## config.mk

```make
export PLATFORM = sky130hd
export DESIGN_NAME = div_timer_gen_flat
export DESIGN_NICKNAME = d
export VERILOG_FILES = /design/src/rtl/div_timer_pkg.sv /design/src/rtl/div_timer_gen_if.sv /design/src/rtl/tap_edge_det.sv /design/src/rtl/div_timer_gen.sv /design/src/flat_wrapper.sv
export SDC_FILE = /design/constraint.sdc
export NUM_CORES = 1
export LEC_CHECK = 0
export CAP_MARGIN = 15
export CORE_ASPECT_RATIO = 1.75
export CORE_MARGIN = 3
export CORE_UTILIZATION = 35
export CTS_CLUSTER_DIAMETER = 120
export DETAILED_ROUTE_END_ITERATION = 10
export GPL_TIMING_DRIVEN = 1
export PLACE_DENSITY = 0.57
export SLEW_MARGIN = 20
export SYNTH_ARGS = -nofsm -noshare
export SYNTH_HDL_FRONTEND = slang
export SYNTH_HIERARCHICAL = 1
export SYNTH_SLANG_ARGS = --single-unit
export TNS_END_PERCENT = 1
```

## constraint.sdc

```tcl
create_clock -name clk -period 2.3 [get_ports clk]
set_input_delay 0.46 -clock clk [delete_from_list [all_inputs] [get_ports clk]]
set_output_delay 0.46 -clock clk [all_outputs]
set_load 0.01 [all_outputs]
```

## src/rtl/div_timer_pkg.sv

```systemverilog
// Shared constants for the divider/timer block: register map, FSM states
// and helpers that locate the CTRL fields for a given number of taps.
package div_timer_pkg;

    localparam logic [1:0] ADDR_DIV  = 2'd0;
    localparam logic [1:0] ADDR_CNT  = 2'd1;
    localparam logic [1:0] ADDR_MOD  = 2'd2;
    localparam logic [1:0] ADDR_CTRL = 2'd3;

    // Each TAP_MAP entry is a fixed-width divider bit index.
    localparam int TAP_FIELD_W = 8;

    typedef enum logic [1:0] {
        IDLE    = 2'd0,
        PENDING = 2'd1,
        RELOAD  = 2'd2
    } state_t;

    function automatic int ctrl_sel_w(input int nsel);
        return $clog2(nsel);
    endfunction

    function automatic int ctrl_en_bit(input int nsel);
        return $clog2(nsel);
    endfunction

endpackage

```

## src/rtl/div_timer_gen_if.sv

```systemverilog
// CPU-side register bus of the divider/timer, plus its interrupt and tap outputs.
interface div_timer_gen_if #(
    parameter int CNT_W = 8,
    parameter int NSEL  = 4
);
    logic [1:0]       addr;
    logic             cpu_wr;
    logic             cpu_rd;
    logic [CNT_W-1:0] wdata;
    logic [CNT_W-1:0] rdata;
    logic             irq;
    logic [NSEL-1:0]  tap_out;

    modport master (
        output addr, cpu_wr, cpu_rd, wdata,
        input  rdata, irq, tap_out
    );

    modport slave (
        input  addr, cpu_wr, cpu_rd, wdata,
        output rdata, irq, tap_out
    );
endinterface

```

## src/rtl/tap_edge_det.sv

```systemverilog
// Picks one divider tap, gates it with the enable and flags its falling edge.
module tap_edge_det
    import div_timer_pkg::*;
#(
    parameter int                            DIV_W   = 16,
    parameter int                            NSEL    = 4,
    parameter logic [NSEL*TAP_FIELD_W-1:0]   TAP_MAP = {8'd7, 8'd5, 8'd3, 8'd9}
) (
    input  logic                    clk,
    input  logic                    reset,
    input  logic [DIV_W-1:0]        divider,
    input  logic [$clog2(NSEL)-1:0] sel,
    input  logic                    en,
    output logic                    tick,
    output logic [NSEL-1:0]         taps
);

    logic tick_src;
    logic tick_src_q;
    logic unused_div_bits;

    for (genvar i = 0; i < NSEL; i++) begin : g_tap
        localparam int IDX = int'(TAP_MAP[i*TAP_FIELD_W +: TAP_FIELD_W]);
        assign taps[i] = divider[IDX];
    end

    assign unused_div_bits = ^divider;
    assign tick_src        = en & taps[sel];

    // Any 1->0 of the gated source counts, including ones caused by
    // clearing the divider or changing the enable/select.
    always_ff @(posedge clk or posedge reset) begin
        if (reset) tick_src_q <= 1'b0;
        else       tick_src_q <= tick_src;
    end

    assign tick = tick_src_q & ~tick_src;

endmodule

```

## src/rtl/div_timer_gen.sv

```systemverilog
// Free-running divider with a tap-clocked counter that overflows into a
// delayed reload from MOD and a one-clock interrupt.
module div_timer_gen
    import div_timer_pkg::*;
#(
    parameter int                          DIV_W      = 16,
    parameter int                          CNT_W      = 8,
    parameter int                          NSEL       = 4,
    parameter logic [NSEL*TAP_FIELD_W-1:0] TAP_MAP    = {8'd7, 8'd5, 8'd3, 8'd9},
    parameter int                          RELOAD_DLY = 4
) (
    input  logic            clk,
    input  logic            reset,
    div_timer_gen_if.slave  bus
);

    localparam int         SEL_W    = ctrl_sel_w(NSEL);
    localparam int         EN_BIT   = ctrl_en_bit(NSEL);
    localparam int         CTRL_W   = EN_BIT + 1;
    localparam logic [3:0] DLY_INIT = 4'(RELOAD_DLY - 1);

    logic [DIV_W-1:0]  divider;
    logic [CNT_W-1:0]  cnt, cnt_next;
    logic [CNT_W-1:0]  mod_q;
    logic [CTRL_W-1:0] ctrl;
    state_t            state, state_next;
    logic [3:0]        dly, dly_next;
    logic              tick;
    logic              wr_div, wr_cnt, wr_mod, wr_ctrl;

    assign wr_div  = bus.cpu_wr && (bus.addr == ADDR_DIV);
    assign wr_cnt  = bus.cpu_wr && (bus.addr == ADDR_CNT);
    assign wr_mod  = bus.cpu_wr && (bus.addr == ADDR_MOD);
    assign wr_ctrl = bus.cpu_wr && (bus.addr == ADDR_CTRL);

    always_ff @(posedge clk or posedge reset) begin
        if (reset)       divider <= '0;
        else if (wr_div) divider <= '0;
        else             divider <= divider + 1'b1;
    end

    always_ff @(posedge clk or posedge reset) begin
        if (reset) begin
            mod_q <= '0;
            ctrl  <= '0;
        end else begin
            if (wr_mod)  mod_q <= bus.wdata;
            if (wr_ctrl) ctrl  <= bus.wdata[CTRL_W-1:0];
        end
    end

    tap_edge_det #(
        .DIV_W   (DIV_W),
        .NSEL    (NSEL),
        .TAP_MAP (TAP_MAP)
    ) u_tap (
        .clk     (clk),
        .reset   (reset),
        .divider (divider),
        .sel     (ctrl[SEL_W-1:0]),
        .en      (ctrl[EN_BIT]),
        .tick    (tick),
        .taps    (bus.tap_out)
    );

    always_ff @(posedge clk or posedge reset) begin
        if (reset) begin
            state <= IDLE;
            dly   <= '0;
            cnt   <= '0;
        end else begin
            state <= state_next;
            dly   <= dly_next;
            cnt   <= cnt_next;
        end
    end

    // The reload value is latched on entry to RELOAD so CNT already shows it
    // while irq is high; a MOD write during RELOAD then overrides it.
    always_comb begin
        state_next = state;
        dly_next   = dly;
        cnt_next   = cnt;
        case (state)
            IDLE: begin
                if (wr_cnt) begin
                    cnt_next = bus.wdata;
                end else if (tick) begin
                    cnt_next = cnt + 1'b1;
                    if (&cnt) begin
                        state_next = PENDING;
                        dly_next   = DLY_INIT;
                    end
                end
            end
            PENDING: begin
                if (wr_cnt) begin
                    cnt_next   = bus.wdata;
                    state_next = IDLE;
                end else if (dly == 4'd0) begin
                    cnt_next   = wr_mod ? bus.wdata : mod_q;
                    state_next = RELOAD;
                end else begin
                    dly_next = dly - 4'd1;
                end
            end
            RELOAD: begin
                if (wr_mod) cnt_next = bus.wdata;
                state_next = IDLE;
            end
            default: state_next = IDLE;
        endcase
    end

    assign bus.irq = (state == RELOAD);

    always_comb begin
        bus.rdata = '0;
        if (bus.cpu_rd) begin
            case (bus.addr)
                ADDR_DIV:  bus.rdata = divider[DIV_W-1 -: CNT_W];
                ADDR_CNT:  bus.rdata = cnt;
                ADDR_MOD:  bus.rdata = mod_q;
                ADDR_CTRL: bus.rdata = {{(CNT_W-CTRL_W){1'b1}}, ctrl};
                default:   bus.rdata = '0;
            endcase
        end
    end

endmodule
```

## src/flat_wrapper.sv

```systemverilog
// flat-port wrapper written by rule: the top's interface ports become plain ports
module div_timer_gen_flat import div_timer_pkg::*;
#(
    parameter int                          DIV_W      = 16,
    parameter int                          CNT_W      = 8,
    parameter int                          NSEL       = 4,
    parameter logic [NSEL*TAP_FIELD_W-1:0] TAP_MAP    = {8'd7, 8'd5, 8'd3, 8'd9},
    parameter int                          RELOAD_DLY = 4
)
  (clk, reset, bus_addr, bus_cpu_wr, bus_cpu_rd, bus_wdata, bus_rdata, bus_irq, bus_tap_out);
  div_timer_gen_if #(.CNT_W(CNT_W), .NSEL(NSEL)) bus_i ();
  input  logic clk;
  input  logic reset;
  input wire logic [$bits(bus_i.addr)-1:0] bus_addr;
  input wire logic [$bits(bus_i.cpu_wr)-1:0] bus_cpu_wr;
  input wire logic [$bits(bus_i.cpu_rd)-1:0] bus_cpu_rd;
  input wire logic [$bits(bus_i.wdata)-1:0] bus_wdata;
  output wire logic [$bits(bus_i.rdata)-1:0] bus_rdata;
  output wire logic [$bits(bus_i.irq)-1:0] bus_irq;
  output wire logic [$bits(bus_i.tap_out)-1:0] bus_tap_out;
  assign bus_i.addr = bus_addr;
  assign bus_i.cpu_wr = bus_cpu_wr;
  assign bus_i.cpu_rd = bus_cpu_rd;
  assign bus_i.wdata = bus_wdata;
  assign bus_rdata = bus_i.rdata;
  assign bus_irq = bus_i.irq;
  assign bus_tap_out = bus_i.tap_out;
  div_timer_gen #(.DIV_W(DIV_W), .CNT_W(CNT_W), .NSEL(NSEL), .TAP_MAP(TAP_MAP), .RELOAD_DLY(RELOAD_DLY)) u_core (.clk(clk), .reset(reset), .bus(bus_i));
endmodule
```

### Word-level counts from Yosys, hierarchy flattened

Cells that the tools add are included.

* register bits: 42
* input bits: 14
* logic and storage cells: 64
* output and inout port bits: 13

* $lt $le $gt $ge: 1
* equality and inequality tests: 13
* bitwise gates (word level): 3
* add/sub/neg operators: 3
* reductions and logical operators: 13
* multiplexer cells: 24

Operator list (count)
* 2-to-1 mux 8 bit: 7
* one-hot mux 8 bit (4 select lines): 1
* one-hot mux 8 bit (3 select lines): 1
* 2-to-1 mux 4 bit: 5
* adder 16 x 1 -> 16 bit (second input constant): 1
* 2-to-1 mux 16 bit: 1
* 2-to-1 mux 2 bit: 5
* adder 8 x 1 -> 8 bit (second input constant): 1
* one-hot mux 4 bit (2 select lines): 1
* AND reduction 4 bit: 2
* AND reduction 8 bit: 1
* == test 2 bit (second input constant): 3
* != test 2 x 1 -> 1 bit (second input constant): 3
* != test 2 bit (second input constant): 3
* != test 3 x 1 -> 1 bit (second input constant): 2
* AND reduction 6 bit: 1
* == test 2 x 1 -> 1 bit (second input constant): 2
* logical AND 1 bit: 4
* zero test 2 bit: 2
* zero test 4 bit: 1
* one-hot mux 2 bit (2 select lines): 1
* subtractor 4 x 1 -> 4 bit (second input constant): 1
* less-than comparator 2 x 3 -> 1 bit (second input constant): 1
* nonzero test 3 bit: 1
* 5 further kinds: 6

### Depth between registers and ports, before layout

* word-level depth: 8
* depth in mapped cells: 8
* depth with buffers taken out: 7

### Cells and area by module

The synthesis kept the hierarchy.

Modules (own cells, without submodules)
* div_timer_gen: times used 1, area each 2606.2 um2, cells each 256, sequential area each 1026.0 um2
* tap_edge_det: times used 1, area each 95.1 um2, cells each 9, sequential area each 25.0 um2

### Least setup slack after synthesis

No wires, ideal clock.

* path kind: reg-to-reg
* from: register u_core.divider[7]
* to: register u_core.dly[2]
* library setup time: 0.124 ns
* data required time: 2.176 ns
* arrival time: 1.882 ns
* slack: 0.294 ns
* path buffers: 0
* period minus slack after synthesis: 2.006 ns
* stages on the path, launching flop included: 8
* cell sequence: dfrtp_1 mux4_2 a21boi_1 and3_1 a31oi_1 nor2_1 o21ai_0 o2bb2ai_1

* longest elaborated chain between the ends: 7

RTL lines
* start, declared: line div_timer_gen.sv:22 `logic [DIV_W-1:0] divider;`
* start signal, assigned: line div_timer_gen.sv:39 `else divider <= divider + 1'b1;`
* binary-select mux 1 bit (select 2 bit): line tap_edge_det.sv:28 `assign tick_src = en & taps[sel];`
* 2-to-1 mux 1 bit (not written as such): line tap_edge_det.sv:28
* AND 1 bit: line tap_edge_det.sv:28
* NOT 1 bit: line tap_edge_det.sv:37 `assign tick = tick_src_q & ~tick_src;`
* AND 1 bit: line tap_edge_det.sv:37
* net u_core.tick: line div_timer_gen.sv:28 `logic tick;`
* != test 2 x 1 -> 1 bit (no line)
* AND reduction 6 bit (no line)
* end signal, assigned: line div_timer_gen.sv:73 `dly <= dly_next;`
* end, declared: line div_timer_gen.sv:27 `logic [3:0] dly, dly_next;`

The timed path passes the listed nets, and every way through them passes these cells. The select of a mux whose other input is x is not followed.
A chain may end at the register's enable or synchronous reset.

### Worst setup path in the final report

* from: register u_core.divider[9]
* to: output port bus_rdata[1]

* longest elaborated chain between the ends: 2

RTL lines
* one-hot mux 8 bit (4 select lines): line div_timer_gen.sv:120 `case (bus.addr)`
* 2-to-1 mux 8 bit: line div_timer_gen.sv:119 `if (bus.cpu_rd) begin`
* end, declared: line flat_wrapper.sv:18 `output wire logic [$bits(bus_i.rdata)-1:0] bus_rdata;`

Every way passes these cells.

==> results.sh <==
export IMPL_worstHoldPathType="input pin to async pin"
export IMPL_grt_remaining_overflow=0
export IMPL_cp_required_ps=1840
export IMPL_grt_use_total_pct=16.4
export IMPL_vias=2196
export IMPL_synth_warnings=6
export IMPL_mappedNetlistNets=287
export IMPL_fmax_ghz=0.463
export IMPL_final_cells=396
export IMPL_avgRoutedWirePerCell_um=17.3
export IMPL_slew_viol_final=0
export IMPL_final_min_clock_period_ps=2160
export IMPL_crit_arrival_ps=1700
export IMPL_placement_rows=41
export IMPL_number_of_sinks_handled_by_clock_tree_synthesis=42
export IMPL_layout_commonest_cell="sky130_fd_sc_hd__dfrtp_1"
export IMPL_vdd_ir_drop_max_v=0.000294
export IMPL_mostFrequentLayoutCells="sky130_fd_sc_hd__dfrtp_1 (42), sky130_fd_sc_hd__nor2_1 (24), sky130_fd_sc_hd__buf_4 (23)"
export IMPL_syn_inst=265
export IMPL_ys_seq_elements=42
export IMPL_synth_largest_area_cell="sky130_fd_sc_hd__dfrtp_1"
export IMPL_p_leak_nw=1.46
export IMPL_port_buffers=26
export IMPL_filler_cell_count=702
export IMPL_worstPathCellList="buf_4 -> mux4_2 -> and2_1 -> dlygate4sd2_1"
export IMPL_yosys_area_top_type_share_pct=38.9
export IMPL_async_set_or_reset_register_ratio_after_synthesis_pct=100
export IMPL_syn_avg_cell_area_sq_um=10.2
export IMPL_max_cap_violation_count=0
export IMPL_areaGrowthSynthToFinish_pct=23.8
export IMPL_antennaDiodeCount=0
export IMPL_floorplan_initialDensity_pct=36.8
export IMPL_detail_route_wirelength_met1_um=2540
export IMPL_design_die_area_sq_um=8850
export IMPL_drive_gt1_share_pct=25.5
export IMPL_path_clk_slew_ps=60
export IMPL_place_detailed_instances=388
export IMPL_timing_critical_path_from="u_core/divider[9]"
export IMPL_timing_final_crit_share_pct=94.0
export IMPL_die_height_um=122
export IMPL_drt_vias_per_instance=5.55
export IMPL_area_of_the_multi_input_gates_sq_um=1510
export IMPL_outcome="finished clean"
export IMPL_max_clock_path_buffers=2
export IMPL_timing_max_slew_rel_slack_pct=58.1
export IMPL_crit_family="buffers and inverters"
export IMPL_cts_htree_levels=2
export IMPL_netlist_area_sq_um=2700
export IMPL_wl_met3_um=169
export IMPL_final_setup_violation_count=0
export IMPL_critPathBufInv=2
export IMPL_count_of_buffers_added_by_post_cts_timing_repair_for_setup=0
export IMPL_cts_made_buffers=5
export IMPL_io_pins=27
export IMPL_drtPass1Iterations=4
export IMPL_final_seq_area_sq_um=1050
export IMPL_drt_drc_violations_left=0
export IMPL_power_per_cell_area_nw_per_um2=860
export IMPL_number_of_antenna_violations_at_the_first_check_in_global_routing=0
export IMPL_hpwl_um=5310
export IMPL_amount_of_wire_on_met2_after_detailed_routing_um=3910
export IMPL_timing_critical_path_from_type="flop"
export IMPL_r2r_start="u_core/ctrl[0]"
export IMPL_grt_setup_unrepaired="false"
export IMPL_netlist_top_cells_area="sky130_fd_sc_hd__dfrtp_1 (39%), sky130_fd_sc_hd__mux2_2 (7.1%), sky130_fd_sc_hd__ha_1 (3.7%)"
export IMPL_fp_dieW_um=72.4
export IMPL_number_of_flops_mapped_to_enable_cells_by_yosys=0
export IMPL_critical_path_peak_fanout=5
export IMPL_grt_pass1_vias=2269
export IMPL_postRouteAntennaNets=0
export IMPL_finalHoldViolations=0
export IMPL_timing_setup_critical_path_class="flop to primary output"
export IMPL_slowest_delay_ps=430
export IMPL_synth_lib_cells_used_distinct=58
export IMPL_worstMarginPinSlew_ps=628
export IMPL_finalClockSkew_ps=5.26
export IMPL_core_region_area_sq_um=7340
export IMPL_final_hold_worst_slack_ps=337
export IMPL_drt_total_wl_um=6840
export IMPL_crit_path_end_kind="primary output"
export IMPL_synth_seq_area_share_pct=38.9
export IMPL_top_reg_cell_synth="sky130_fd_sc_hd__dfrtp_1"
export IMPL_initialDrtViolationCount=79
export IMPL_routabilityCongestion=0.820
export IMPL_clock_tree_from_tritoncts="yes"
export IMPL_route_top_layer_used="met4"
export IMPL_pin_count_of_the_biggest_net_entering_global_routing=42
export IMPL_cell_at_the_root_of_the_clock_tree="sky130_fd_sc_hd__clkbuf_16"
export IMPL_clk_insertion_delay_late_ps=290
export IMPL_critPathSlowestCell="sky130_fd_sc_hd__mux4_2"
export IMPL_nNetsFinal=331
export IMPL_first_pass_grt_wire_length_um=11200
layout make-up:
cell class | count | area share [%]
well taps | 86 | 3.22
clock inverters | 2 | 0.374
multi-input cells | 195 | 45.1
clock buffers | 6 | 4.15
repair buffers | 52 | 14.3
flip-flops and latches | 42 | 31.4
inverters | 13 | 1.46
per-layer routing:
metal,up-vias,global-route usage (%)
met5,-,0
met1,1103,16.9
li1,1044,-
met4,0,8.55
met2,34,30.6
met3,15,3.20
sequential cells by signal, summed over array words and instances (netlist names):
name                     cells
u_core/mod_q                 8
u_core/dly                   4
u_core/state                 2
u_core/cnt                   8
u_core/divider              16
u_core/ctrl                  3
u_core/u_tap/tick_src_q      1
final timing paths:
kind / end / cells past startpoint / slack (ps)
setup / recovery: bus_rdata[1] / 4 / 140
hold / removal: u_core/u_tap/tick_src_q / 2 / 340
setup reg to reg: u_core/dly[3] / 7 / 190
hold reg to reg: u_core/divider[0] / 1 / 490
max in group asynchronous: u_core/mod_q[4] / 3 / 1280
min in group clk: u_core/divider[0] / 1 / 490
synthesized netlist by cell type, drive strengths merged, types with 3 or more instances:
| library cell | number |
|---|---|
| dfrtp | 42 |
| nor2 | 24 |
| mux2 | 18 |
| nand2 | 18 |
| a21oi | 15 |
| inv | 13 |
| buf | 12 |
| nand3 | 12 |
| xor2 | 11 |
| o21ai | 9 |
| ha | 8 |
| xnor2 | 7 |
| and2 | 6 |
| nand4 | 6 |
| a211oi | 5 |
| nor3 | 5 |
| o221a | 5 |
| and3 | 4 |
| mux4 | 4 |
| a221oi | 3 |
| clkbuf | 3 |
| nor2b | 3 |
| nor4 | 3 |
cells by family (layout without fill, tap and decap cells):
family,Yosys count,count (layout),synth area share (%)
simple gates,91,91,18.0
compound gates,55,55,16.8
flops,42,42,38.9
buf+inv,28,73,5.37
mux,23,23,11.3
xor+xnor,18,18,5.84
fa+ha+maj,8,8,3.71
stage by stage:
stage	power [mW]	utilization [%]	setup TNS, ps	worst slack [ps]	instance area [sq um]
6_report	2.88	45.6	0	139	3340
4_1_cts	2.91	45.5	0	110	3340
3_3_place_gp	2.16	43.5	-3780	-389	3190
2_1_floorplan	1.80	-	0	294	2700
5_1_grt	3.08	45.6	0	69.5	3340
3_5_place_dp	2.18	43.5	-4150	-432	3190
worst register-to-register path: cells and delay by family (launching register included):
kind	cells	cell delay (ps)
AOI/OAI and AO/OA	4	670
DFF	1	390
muxes	1	550
and+or+nand+nor	2	390
repair_timing:
action / 4_1_cts / 5_1_grt
endpoints found under the setup margin: 8 / 2
resized for setup: 15 / 1
hold buffers: 0 / 0
endpoints found under the hold margin: 0 / 0
report_power, final:
part	switching, mW	internal [mW]	leakage (nW)
clock	0.300	0.430	0.0729
sequential	0.173	0.916	0.529
combinational	0.535	0.522	0.861
total	1.01	1.87	1.46
(Power assumes the default switching activity.)
